$ cat src/rtl/change_dispenser_if.sv
// Handshake and coin-eject bundle between a vending controller and the change dispenser.
interface change_dispenser_if;
  logic       start;
  logic [3:0] amount;
  logic       ready;
  logic       busy;
  logic       coin5;
  logic       coin2;
  logic       coin1;
  logic [3:0] remaining;
  logic [2:0] coin_count;
  logic       done;

  modport master (
    output start, amount,
    input  ready, busy, coin5, coin2, coin1, remaining, coin_count, done
  );

  modport slave (
    input  start, amount,
    output ready, busy, coin5, coin2, coin1, remaining, coin_count, done
  );
endinterface

$ cat src/rtl/change_dispenser.sv
// Greedy 5/2/1 change dispenser: one timed eject pulse per coin, each followed by a gap,
// then a single-cycle done. All outputs are registered.
module change_dispenser #(
  parameter int PULSE_CYCLES = 4,
  parameter int GAP_CYCLES   = 2
) (
  input logic              clk,
  input logic              rst_n,
  change_dispenser_if.slave bus
);

  typedef enum logic [1:0] {IDLE, PULSE, GAP, DONE} state_t;

  localparam logic [3:0] PULSE_LAST = 4'(PULSE_CYCLES - 1);
  localparam logic [3:0] GAP_LAST   = 4'(GAP_CYCLES - 1);

  state_t     r_state;
  logic [3:0] r_cnt;
  logic       r_ready;
  logic       r_busy;
  logic       r_coin5;
  logic       r_coin2;
  logic       r_coin1;
  logic [3:0] r_remaining;
  logic [2:0] r_coinCount;
  logic       r_done;

  logic [3:0] w_coinVal;
  logic [2:0] w_selAmount;
  logic [2:0] w_selRemain;

  // Returns {coin5, coin2, coin1}; never picks a coin larger than the value.
  function automatic logic [2:0] pickCoin(input logic [3:0] value);
    if (value >= 4'd5)      pickCoin = 3'b100;
    else if (value >= 4'd2) pickCoin = 3'b010;
    else                    pickCoin = 3'b001;
  endfunction

  assign w_coinVal   = r_coin5 ? 4'd5 : (r_coin2 ? 4'd2 : 4'd1);
  assign w_selAmount = pickCoin(bus.amount);
  assign w_selRemain = pickCoin(r_remaining);

  always_ff @(posedge clk) begin
    if (!rst_n) begin
      r_state     <= IDLE;
      r_cnt       <= 4'd0;
      r_ready     <= 1'b1;
      r_busy      <= 1'b0;
      r_coin5     <= 1'b0;
      r_coin2     <= 1'b0;
      r_coin1     <= 1'b0;
      r_remaining <= 4'd0;
      r_coinCount <= 3'd0;
      r_done      <= 1'b0;
    end else begin
      case (r_state)
        IDLE: begin
          if (bus.start) begin
            r_remaining <= bus.amount;
            r_coinCount <= 3'd0;
            r_ready     <= 1'b0;
            r_busy      <= 1'b1;
            if (bus.amount != 4'd0) begin
              r_state                     <= PULSE;
              {r_coin5, r_coin2, r_coin1} <= w_selAmount;
              r_cnt                       <= PULSE_LAST;
            end else begin
              r_state <= DONE;
              r_done  <= 1'b1;
            end
          end
        end
        PULSE: begin
          if (r_cnt == 4'd0) begin
            r_remaining                 <= r_remaining - w_coinVal;
            r_coinCount                 <= r_coinCount + 3'd1;
            {r_coin5, r_coin2, r_coin1} <= 3'b000;
            r_cnt                       <= GAP_LAST;
            r_state                     <= GAP;
          end else begin
            r_cnt <= r_cnt - 4'd1;
          end
        end
        GAP: begin
          // The next coin is chosen from the already-decremented remaining value.
          if (r_cnt == 4'd0) begin
            if (r_remaining != 4'd0) begin
              r_state                     <= PULSE;
              {r_coin5, r_coin2, r_coin1} <= w_selRemain;
              r_cnt                       <= PULSE_LAST;
            end else begin
              r_state <= DONE;
              r_done  <= 1'b1;
            end
          end else begin
            r_cnt <= r_cnt - 4'd1;
          end
        end
        DONE: begin
          r_done  <= 1'b0;
          r_busy  <= 1'b0;
          r_ready <= 1'b1;
          r_state <= IDLE;
        end
        default: begin
          r_state <= IDLE;
        end
      endcase
    end
  end

  assign bus.ready      = r_ready;
  assign bus.busy       = r_busy;
  assign bus.coin5      = r_coin5;
  assign bus.coin2      = r_coin2;
  assign bus.coin1      = r_coin1;
  assign bus.remaining  = r_remaining;
  assign bus.coin_count = r_coinCount;
  assign bus.done       = r_done;

endmodule

$ cat src/flat_wrapper.sv
// flat-port wrapper written by rule: the top's interface ports become plain ports
module change_dispenser_flat 
#(
  parameter int PULSE_CYCLES = 4,
  parameter int GAP_CYCLES   = 2
)
  (clk, rst_n, bus_start, bus_amount, bus_ready, bus_busy, bus_coin5, bus_coin2, bus_coin1, bus_remaining, bus_coin_count, bus_done);
  change_dispenser_if bus_i ();
  input logic clk;
  input logic rst_n;
  input wire logic [$bits(bus_i.start)-1:0] bus_start;
  input wire logic [$bits(bus_i.amount)-1:0] bus_amount;
  output wire logic [$bits(bus_i.ready)-1:0] bus_ready;
  output wire logic [$bits(bus_i.busy)-1:0] bus_busy;
  output wire logic [$bits(bus_i.coin5)-1:0] bus_coin5;
  output wire logic [$bits(bus_i.coin2)-1:0] bus_coin2;
  output wire logic [$bits(bus_i.coin1)-1:0] bus_coin1;
  output wire logic [$bits(bus_i.remaining)-1:0] bus_remaining;
  output wire logic [$bits(bus_i.coin_count)-1:0] bus_coin_count;
  output wire logic [$bits(bus_i.done)-1:0] bus_done;
  assign bus_i.start = bus_start;
  assign bus_i.amount = bus_amount;
  assign bus_ready = bus_i.ready;
  assign bus_busy = bus_i.busy;
  assign bus_coin5 = bus_i.coin5;
  assign bus_coin2 = bus_i.coin2;
  assign bus_coin1 = bus_i.coin1;
  assign bus_remaining = bus_i.remaining;
  assign bus_coin_count = bus_i.coin_count;
  assign bus_done = bus_i.done;
  change_dispenser #(.PULSE_CYCLES(PULSE_CYCLES), .GAP_CYCLES(GAP_CYCLES)) u_core (.clk(clk), .rst_n(rst_n), .bus(bus_i));
endmodule
$ cat config.mk
export PLATFORM = sky130hd
export DESIGN_NAME = change_dispenser_flat
export DESIGN_NICKNAME = d
export VERILOG_FILES = /design/src/rtl/change_dispenser_if.sv /design/src/rtl/change_dispenser.sv /design/src/flat_wrapper.sv
export SDC_FILE = /design/constraint.sdc
export NUM_CORES = 1
export LEC_CHECK = 0
export ABC_AREA = 0
export CORE_MARGIN = 4
export CORE_UTILIZATION = 50
export CTS_CLUSTER_SIZE = 25
export DETAILED_ROUTE_END_ITERATION = 12
export GPL_ROUTABILITY_DRIVEN = 0
export PLACE_DENSITY = 0.76
export SETUP_SLACK_MARGIN = 0.05
export SLEW_MARGIN = 20
export SYNTH_ARGS = -nofsm -noshare
export SYNTH_HDL_FRONTEND = slang
export SYNTH_SLANG_ARGS = --single-unit
$ cat constraint.sdc
create_clock -name clk -period 2.4 [get_ports clk]
set_input_delay 0.36 -clock clk [delete_from_list [all_inputs] [get_ports clk]]
set_output_delay 0.36 -clock clk [all_outputs]
set_load 0.05 [all_outputs]
# [After elaboration in Yosys (flattened, before gate mapping)]
# Index checks and enable logic that the tools add are counted.
[op_classes] n_addsub=3 order_cmp=4 n_eq_ne=11 mux=49 reduce_logical=14
[ops] op="4-bit two-way mux" count=8
[ops] op="1-bit two-way mux" count=19
[ops] op="2-bit two-way mux" count=8
[ops] op="3-bit two-way mux" count=4
[ops] op="1-bit case mux with 3 select lines" count=4
[ops] op="4-bit case mux with 3 select lines" count=1
[ops] op="4-bit by 2-bit greater-or-equal comparator with 1-bit output, second input constant" count=2
[ops] op="4-bit by 3-bit greater-or-equal comparator with 1-bit output, second input constant" count=2
[ops] op="2-bit by 1-bit != test with 1-bit output, second input constant" count=4
[ops] op="2-bit case mux with 4 select lines" count=1
[ops] op="4-bit case mux with 2 select lines" count=1
[ops] op="4-bit nonzero test" count=2
[ops] op="2-bit != test, second input constant" count=3
[ops] op="3-bit case mux with 2 select lines" count=1
[ops] op="3-bit AND reduction" count=2
[ops] op="6-bit AND reduction" count=1
[ops] op="3-bit nonzero test" count=2
[ops] op="5-bit AND reduction" count=1
[ops] op="2-bit == test, second input constant" count=2
[ops] op="4-bit logical NOT" count=1
[ops] op="1-bit case mux with 2 select lines" count=2
[ops] op="4-bit AND reduction" count=1
[ops] op="2-bit nonzero test" count=2
[ops] op="4-bit by 1-bit subtractor with 4-bit output, second input constant" count=1
[ops] op="6 further kinds" count=6
[word_totals] reg_bits=19 input_bits=7 word_cells=91

# [Depth between registers and ports, before layout]
# Gate-level depths: netlist of run 1.
[depth] ltp_word=6 ltp_mapped=9 depth_no_buf=9

# [Worst setup path after synthesis of run 1]
# No wires, ideal clock.
[synth_timing] path_type="register to register" from="register u_core.r_coin5 (netlist: u_core.bus.coin5)" to="register u_core.r_remaining[2] (netlist: u_core.bus.remaining[2])" setup_time_ns=0.128 arrival_time_ns=1.881 t_required_ns=2.272 slack_ns=0.391 path_stages_with_launch=10 path_buffers=0 cell_sequence="dfxtp_1 -> inv_1 -> nand2_1 -> ha_1 -> inv_1 -> fa_1 -> xnor2_1 -> a21oi_1 -> mux2i_1 -> nor2_1"
[synth_between] elab_chain_cells=4
[synth_rtl] element="from (decl)" line="change_dispenser.sv:21" source="logic r_coin5;"
[synth_rtl] element="from (signal assigned)" line="change_dispenser.sv:65" source="{r_coin5, r_coin2, r_coin1} <= w_selAmount;"
[synth_rtl] element="from (signal assigned)" line="change_dispenser.sv:89" source="{r_coin5, r_coin2, r_coin1} <= w_selRemain;"
[synth_rtl] element="4-bit two-way mux" line="change_dispenser.sv:39" source="assign w_coinVal = r_coin5 ? 4'd5 : (r_coin2 ? 4'd2 : 4'd1);"
[synth_rtl] element="4-bit subtractor" line="change_dispenser.sv:75" source="r_remaining <= r_remaining - w_coinVal;"
[synth_rtl] element="4-bit two-way mux" line="change_dispenser.sv:74" source="if (r_cnt == 4'd0) begin"
[synth_rtl] element="4-bit case mux with 2 select lines" line="change_dispenser.sv:56" source="case (r_state)"
[synth_rtl] element="to (signal assigned)" line="change_dispenser.sv:59" source="r_remaining <= bus.amount;"
[synth_rtl] element="to (signal assigned)" line="change_dispenser.sv:75"
[synth_rtl] element="to (decl)" line="change_dispenser.sv:24" source="logic [3:0] r_remaining;"
# No other way between the ends. The select of a mux whose other input is x is not followed.
# A chain may end at the register's enable or synchronous reset.

# [Worst setup path after layout of run 1]
[layout_timing] from="register u_core.r_state[1]" to="register u_core.r_coin5 (netlist: u_core.bus.coin5)"
[layout_between] elab_chain_cells=3 elab_cells_between_ends=11
[layout_rtl] element="from (decl)" line="change_dispenser.sv:17" source="state_t r_state;"
[layout_rtl] element="from (signal assigned)" line="change_dispenser.sv:45" source="r_state <= IDLE;"
[layout_rtl] element="from (signal assigned)" line="change_dispenser.sv:64" source="r_state <= PULSE;"
[layout_rtl] element="from (signal assigned)" line="change_dispenser.sv:68" source="r_state <= DONE;"
[layout_rtl] element="2-bit == test (tied with other cells)" line="change_dispenser.sv:56"
[layout_rtl] element="2-bit by 1-bit != test with 1-bit output (no line) (tied with other cells)"
[layout_rtl] element="6-bit AND reduction (no line)"
# Several ways; a longest one is shown, not always the timed one.

==> flow_metrics.tcl, run 1 <==
set metrics [dict create \
    max_freq_ghz 0.480 \
    cp_slowest_cell "o21ai_0" \
    dieWidth_um 57.1 \
    peakVddDrop_mv 0.963 \
    routed-wl-met3_um 146 \
    wl_met1_um 1340 \
    cts.clk_slew.worst_paths_ns 0.11 \
    hp-start "u_core.r_cnt[3]" \
    critical_path.max_stage_delay_ns 0.51 \
    synth.top_cells.by_area "dfxtp_1, ha_1, nor2_1" \
    start_util_pct 53.6 \
    r2r-start "u_core.r_state[1]" \
    critPathLaunchType "register" \
    min_to "u_core.r_cnt[3]" \
    setup_viol 0 \
    power.density_nw_per_um2 1480 \
    crit_required_ns 2.57 \
    htreeDepth 1 \
    rsz0062_at_grt "no" \
    fp-row-count 17 \
    grt_pass1_wl_um 5120 \
    finalCriticalPeriod_ns 2.08 \
    hold_class "reg -> reg" \
    io_pins 20 \
    post_cts_resized 0 \
    crit_family "compound AO/OA/AOI/OAI gates" \
    post-route-drc-count 0 \
    crit_fanout 13 \
    crit_arrival_ns 2.25 \
    fin_tns_setup_ns 0 \
    min_period_over_period_pct 86.7 \
    io_buffers 19 \
    hold_buffers 0 \
    slew_headroom_pct 45.2 \
    r2r_cells 6 \
    whs_path_depth 1 \
    avgSynthCellArea_um2 7.89 \
    crit_buf_inv 1 \
    dp_hpwl_um 2320 \
    yosysTopAreaCell "dfxtp_1" \
    ys_ff_latch 19 \
    drive_gt1_share_pct 5.23 \
    outcome "completed" \
    vias 1176 \
    synth.distinct_cells 36 \
    die_h_um 57.1 \
    rr_endpoint "u_core.bus.coin5" \
    ys_warn_count 0 \
    root_buffer "clkbuf_4" \
    end_kind "register" \
    tightest_slew_ns 0.815 \
    tritoncts.num_buffers 3 \
    worstPathCellList "inv_1, ha_1, o21ai_0, nand3_1, nor3_1, a211oi_1" \
    synth-async-reset-ratio_pct 0 \
    synth_edf_count 0 \
    track_usage_pct 19.5 \
    reg2reg_slack_ns 0.32 \
    synth.top_cell.area_share_pct 31.5 \
    cts_buffer_depth 2 \
    areaGrowthSynthToFinish_pct 19.7 \
    max-cap-violations 0 \
    report.final.slew_viol_count 0 \
    holdWs_ns 0.499 \
    grt_pass1_vias 1174 \
    worstSkewPairLatency_ns 0.30 \
    leakage_nw 0.576 \
    wl_per_cell_um 15.1 \
    syn_inst 153 \
    drtIter0Drc 30 \
    die-area_um2 3260 \
    fp.coreArea_um2 2250 \
    dr.pass1.iters 4 \
    clkSinkCount 19 \
    synth-seq-area-share_pct 31.5 \
    grt-ovfl-total 0 \
    finalHoldViolCount 0 \
    cts_setup_buffers 0 \
    top_layer_used "met4" \
    syn_area_um2 1210 \
    antenna_found_initial 0 \
    diodes 0 \
    met2_wirelength_um 1450 \
    final_common_cell "nor2_1" \
    startpoint "u_core.r_state[1]" \
    ant_nets 0 \
    routed_via_density 5.88 \
    grt_max_degree 17 \
    synthFlopType "dfxtp_1" \
    wl_um 3010 \
    final_cell_mix "nor2_1, clkdlybuf4s50_1, dfxtp_1" \
    cts_tree "yes" \
    crit_type "reg -> reg" \
    synth_nets 170 \
    final_nets 190 \
    skew_ns 0.00110 \
]
==> state kept, by name, summed over array words and instances (netlist names) <==
name / flops
u_core.bus.ready: 1
u_core.bus.coin_count: 3
u_core.bus.coin1: 1
u_core.r_cnt: 4
u_core.bus.done: 1
u_core.bus.coin5: 1
u_core.r_state: 2
u_core.bus.coin2: 1
u_core.bus.busy: 1
u_core.bus.remaining: 4
==> synthesized netlist by cell type (2+ instances only) <==
| master | number |
|---|---|
| mux2i_1 | 8 |
| dfxtp_1 | 19 |
| o41ai_1 | 2 |
| nor2_1 | 22 |
| nand2b_1 | 2 |
| nor3_1 | 7 |
| a21oi_1 | 13 |
| o21ai_0 | 12 |
| ha_1 | 9 |
| a211oi_1 | 4 |
| inv_1 | 10 |
| nand3_1 | 3 |
| clkbuf_1 | 3 |
| a22oi_1 | 3 |
| nand2_1 | 15 |
==> cells by family (layout without fill, tap and decap cells) <==
family,after synthesis,in the layout,share of synthesized area (%)
flip-flops,19,19,31.5
AO/OA/AOI/OAI,43,43,23.3
AND/OR/NAND/NOR,57,57,21.8
adder cells (fa/ha/maj),10,10,11.0
buffers and inverters,14,33,4.35
XOR/XNOR,2,2,1.45
multiplexers,8,8,6.63
==> per-stage QoR <==
stage | total power [mW] | area (µm²) | std cells | utilization [%] | worst slack (ns)
2_1_floorplan | 1.60 | 1210 | 153 | - | 0.391
3_5_place_dp | 1.98 | 1420 | 196 | 62.9 | 0.176
4_1_cts | 2.15 | 1450 | 200 | 64.1 | 0.323
3_3_place_gp | 1.94 | 1420 | 196 | 62.9 | 0.221
5_1_grt | 2.33 | 1450 | 200 | 64.1 | 0.0874
6_report | 2.14 | 1450 | 200 | 64.1 | 0.318
==> layer usage <==
metal | up-vias | GRT usage [%]
li1 | 585 | -
met1 | 542 | 24.2
met2 | 38 | 32.6
met3 | 11 | 3.39
met4 | 0 | 8.94
met5 | - | 0
==> report_power, final <==
part	leakage (nW)	switching [mW]	total, mW	internal, mW
combinational	0.402	0.900	1.43	0.529
sequential	0.156	0.130	0.550	0.420
clock	0.0177	0.102	0.165	0.0621
total	0.576	1.13	2.14	1.01
==> worst register-to-register path, delay by kind of cell (launching register included) <==
family                   cells  cell delay (ns)
AO/OA/AOI/OAI                2             0.58
buffers and inverters        1             0.10
flip-flops                   1             0.39
adder cells (fa/ha/maj)      1             0.38
AND/OR/NAND/NOR              2             0.51
==> cell type report <==
cell class | count | area (µm²)
fillers | 224 | 810
multi-input cells | 120 | 774
flip-flops and latches | 19 | 380
repair buffers | 19 | 190
inverters | 10 | 37.5
well taps | 28 | 35.0
clock buffers | 3 | 22.5
clock inverters | 1 | 5.00
==> worst max-delay path by stage <==
stage,depth (start not counted),to
final,6,u_core.bus.coin5
after global routing,7,u_core.r_cnt[0]
after CTS,6,u_core.bus.coin5
after detailed placement,6,u_core.r_cnt[2]
after global placement,6,u_core.r_cnt[2]
after floorplan,9,u_core.bus.remaining[2]
(Power assumes the default switching activity.)
==> run 2, diff against run 1 <==
- CAP_MARGIN: not set -> 20
- CORE_UTILIZATION: 50 -> 52
- PLACE_DENSITY: 0.76 -> 0.78
==> run 2 against run 1 <==
Compared with the run above:
- critical path depth stayed put
- clock power is 3% higher
- count of clock-buffer cells in the layout is 1 higher
- worst hold slack worse by 0.0019 ns
- register-to-register slack hardly changed
- combinational power hardly changed
- non-clock buffer count is 2 higher
- clock skew is 0.0026 ns higher
- wire length is 1.3% lower
==> flow_metrics.tcl, run 2 (same netlist as run 1, synthesis figures left out) <==
set metrics [dict create \
    outcome "completed" \
    total_power_mw 2.18 \
    clkSinkCount 19 \
    max-cap-violations 0 \
    die_h_um 56.2 \
    grt_pass1_wl_um 5110 \
    min_period_over_period_pct 86.1 \
    max_freq_ghz 0.484 \
    skew_ns 0.00374 \
    post-route-drc-count 0 \
    setup_viol 0 \
    place_ws_ns 0.236 \
    grt-ovfl-total 0 \
    diodes 0 \
    clockPowerShare_pct 7.8 \
    cts_setup_buffers 0 \
    drive_gt1_share_pct 5.75 \
    fp.coreArea_um2 2210 \
    fin_tns_setup_ns 0 \
    dp_hpwl_um 2200 \
    critPathLaunchType "register" \
    crit_arrival_ns 2.25 \
    dp.cells 198 \
    rsz0062_at_grt "no" \
    worstSkewPairLatency_ns 0.31 \
    final_common_cell "nor2_1" \
    leakage_nw 0.583 \
    crit_required_ns 2.58 \
    dieWidth_um 56.2 \
    io_buffers 19 \
    drtIter0Drc 63 \
    power.density_nw_per_um2 1500 \
    grt_pass1_vias 1139 \
    peakVddDrop_mv 0.899 \
    cts_tree "yes" \
    track_usage_pct 20.0 \
    die-area_um2 3160 \
    vias 1220 \
    hold_buffers 0 \
    fp-row-count 17 \
    r2r_cells 6 \
    worstSetupEndpoint "u_core.bus.coin2" \
    wl_um 2970 \
    post_cts_resized 0 \
    comb_power_share_pct 67.1 \
    startpoint "u_core.r_state[1]" \
    placed_cell_area_um2 1430 \
    grt_max_degree 17 \
    finalHoldViolCount 0 \
    ant_nets 0 \
    p_sw_mw 1.15 \
    root_buffer "clkbuf_4" \
    ff_latch_area_um2 380 \
    tightest_slew_ns 0.536 \
    power.internal_mw 1.03 \
    hold_class "reg -> reg" \
    final_cell_mix "nor2_1, clkdlybuf4s50_1, dfxtp_1" \
    antenna_found_initial 0 \
    final_cells 202 \
    swShare_pct 52.8 \
    slew_headroom_pct 64.2 \
    dr.pass1.iters 5 \
    end_kind "register" \
    r2r-start "u_core.r_state[1]" \
    crit_fanout 13 \
    whs_path_depth 1 \
    seqPwrFrac_pct 25.1 \
    routed_via_density 6.04 \
    io_pins 20 \
    cts_buffer_depth 2 \
    wl_per_cell_um 14.7 \
    report.final.slew_viol_count 0 \
    cts.clk_slew.worst_paths_ns 0.11 \
    layout_setup_ws_ns 0.333 \
    areaGrowthSynthToFinish_pct 20.8 \
    final_nets 192 \
    start_util_pct 54.6 \
    tritoncts.num_buffers 3 \
    multiInputGateArea_um2 774 \
    htreeDepth 1 \
    finalCriticalPeriod_ns 2.07 \
    fillers 200 \
    rr_endpoint "u_core.bus.coin2" \
    design_area_um2 1460 \
    reg2reg_slack_ns 0.33 \
    crit_type "reg -> reg" \
]
## run 2: cell count changes in the layout (fill, tap and decap cells not counted)
cell and delta:
clkinv_2 -1, buf_4 +2, clkbuf_1 +1
## run 2: per-stage QoR
stage / hold WS (ns) / util [%]
final: 0.497 / 66.0
after floorplan: 0.436 / -
after CTS: 0.499 / 66.0
after global routing: 0.520 / 66.0
after global placement: 0.476 / 64.8
after detailed placement: 0.482 / 64.8
## run 2: power by group through the flow
stage | clock (mW) | combinational [mW] | sequential (mW)
2_1_floorplan | 0 | 0.833 | 0.767
3_3_place_gp | 0 | 1.41 | 0.542
3_5_place_dp | 0 | 1.44 | 0.550
4_1_cts | 0.175 | 1.45 | 0.544
5_1_grt | 0.192 | 1.60 | 0.565
6_report | 0.170 | 1.46 | 0.547
## run 2: cell type report
cell class | count | area share, %
Tap cell | 28 | 2.40
Clock buffer | 4 | 1.80
Multi-Input combinational cell | 120 | 53.1
Inverter | 10 | 2.57
Sequential cell | 19 | 26.1
Timing Repair Buffer | 21 | 14.1
## run 2: critical path, cell delays in order (launching register included)
cell and delay [ns]:
dfxtp_1 0.39, inv_1 0.10, ha_1 0.38, o21ai_0 0.49, nand3_1 0.27, nor3_1 0.23, nor3_1 0.07
## run 2: per-layer routing
layer	GRT usage [%]	wire length [µm]	vias up	share of wire, %
li1	-	-	586	-
met1	27.0	1300	563	44
met2	30.6	1360	60	46
met3	4.18	230	11	7.7
met4	8.14	84	0	2.8
met5	0	0	-	0
## run 2: worst min-delay path by stage
stage	slack [ns]	to	start
floorplan	0.44	u_core.bus.ready	rst_n
global placement	0.48	u_core.bus.busy	u_core.bus.busy
detailed placement	0.48	u_core.r_cnt[3]	u_core.r_cnt[3]
CTS	0.50	u_core.r_cnt[3]	u_core.r_cnt[3]
global route	0.52	u_core.r_cnt[3]	u_core.r_cnt[3]
finish	0.50	u_core.r_cnt[3]	u_core.r_cnt[3]
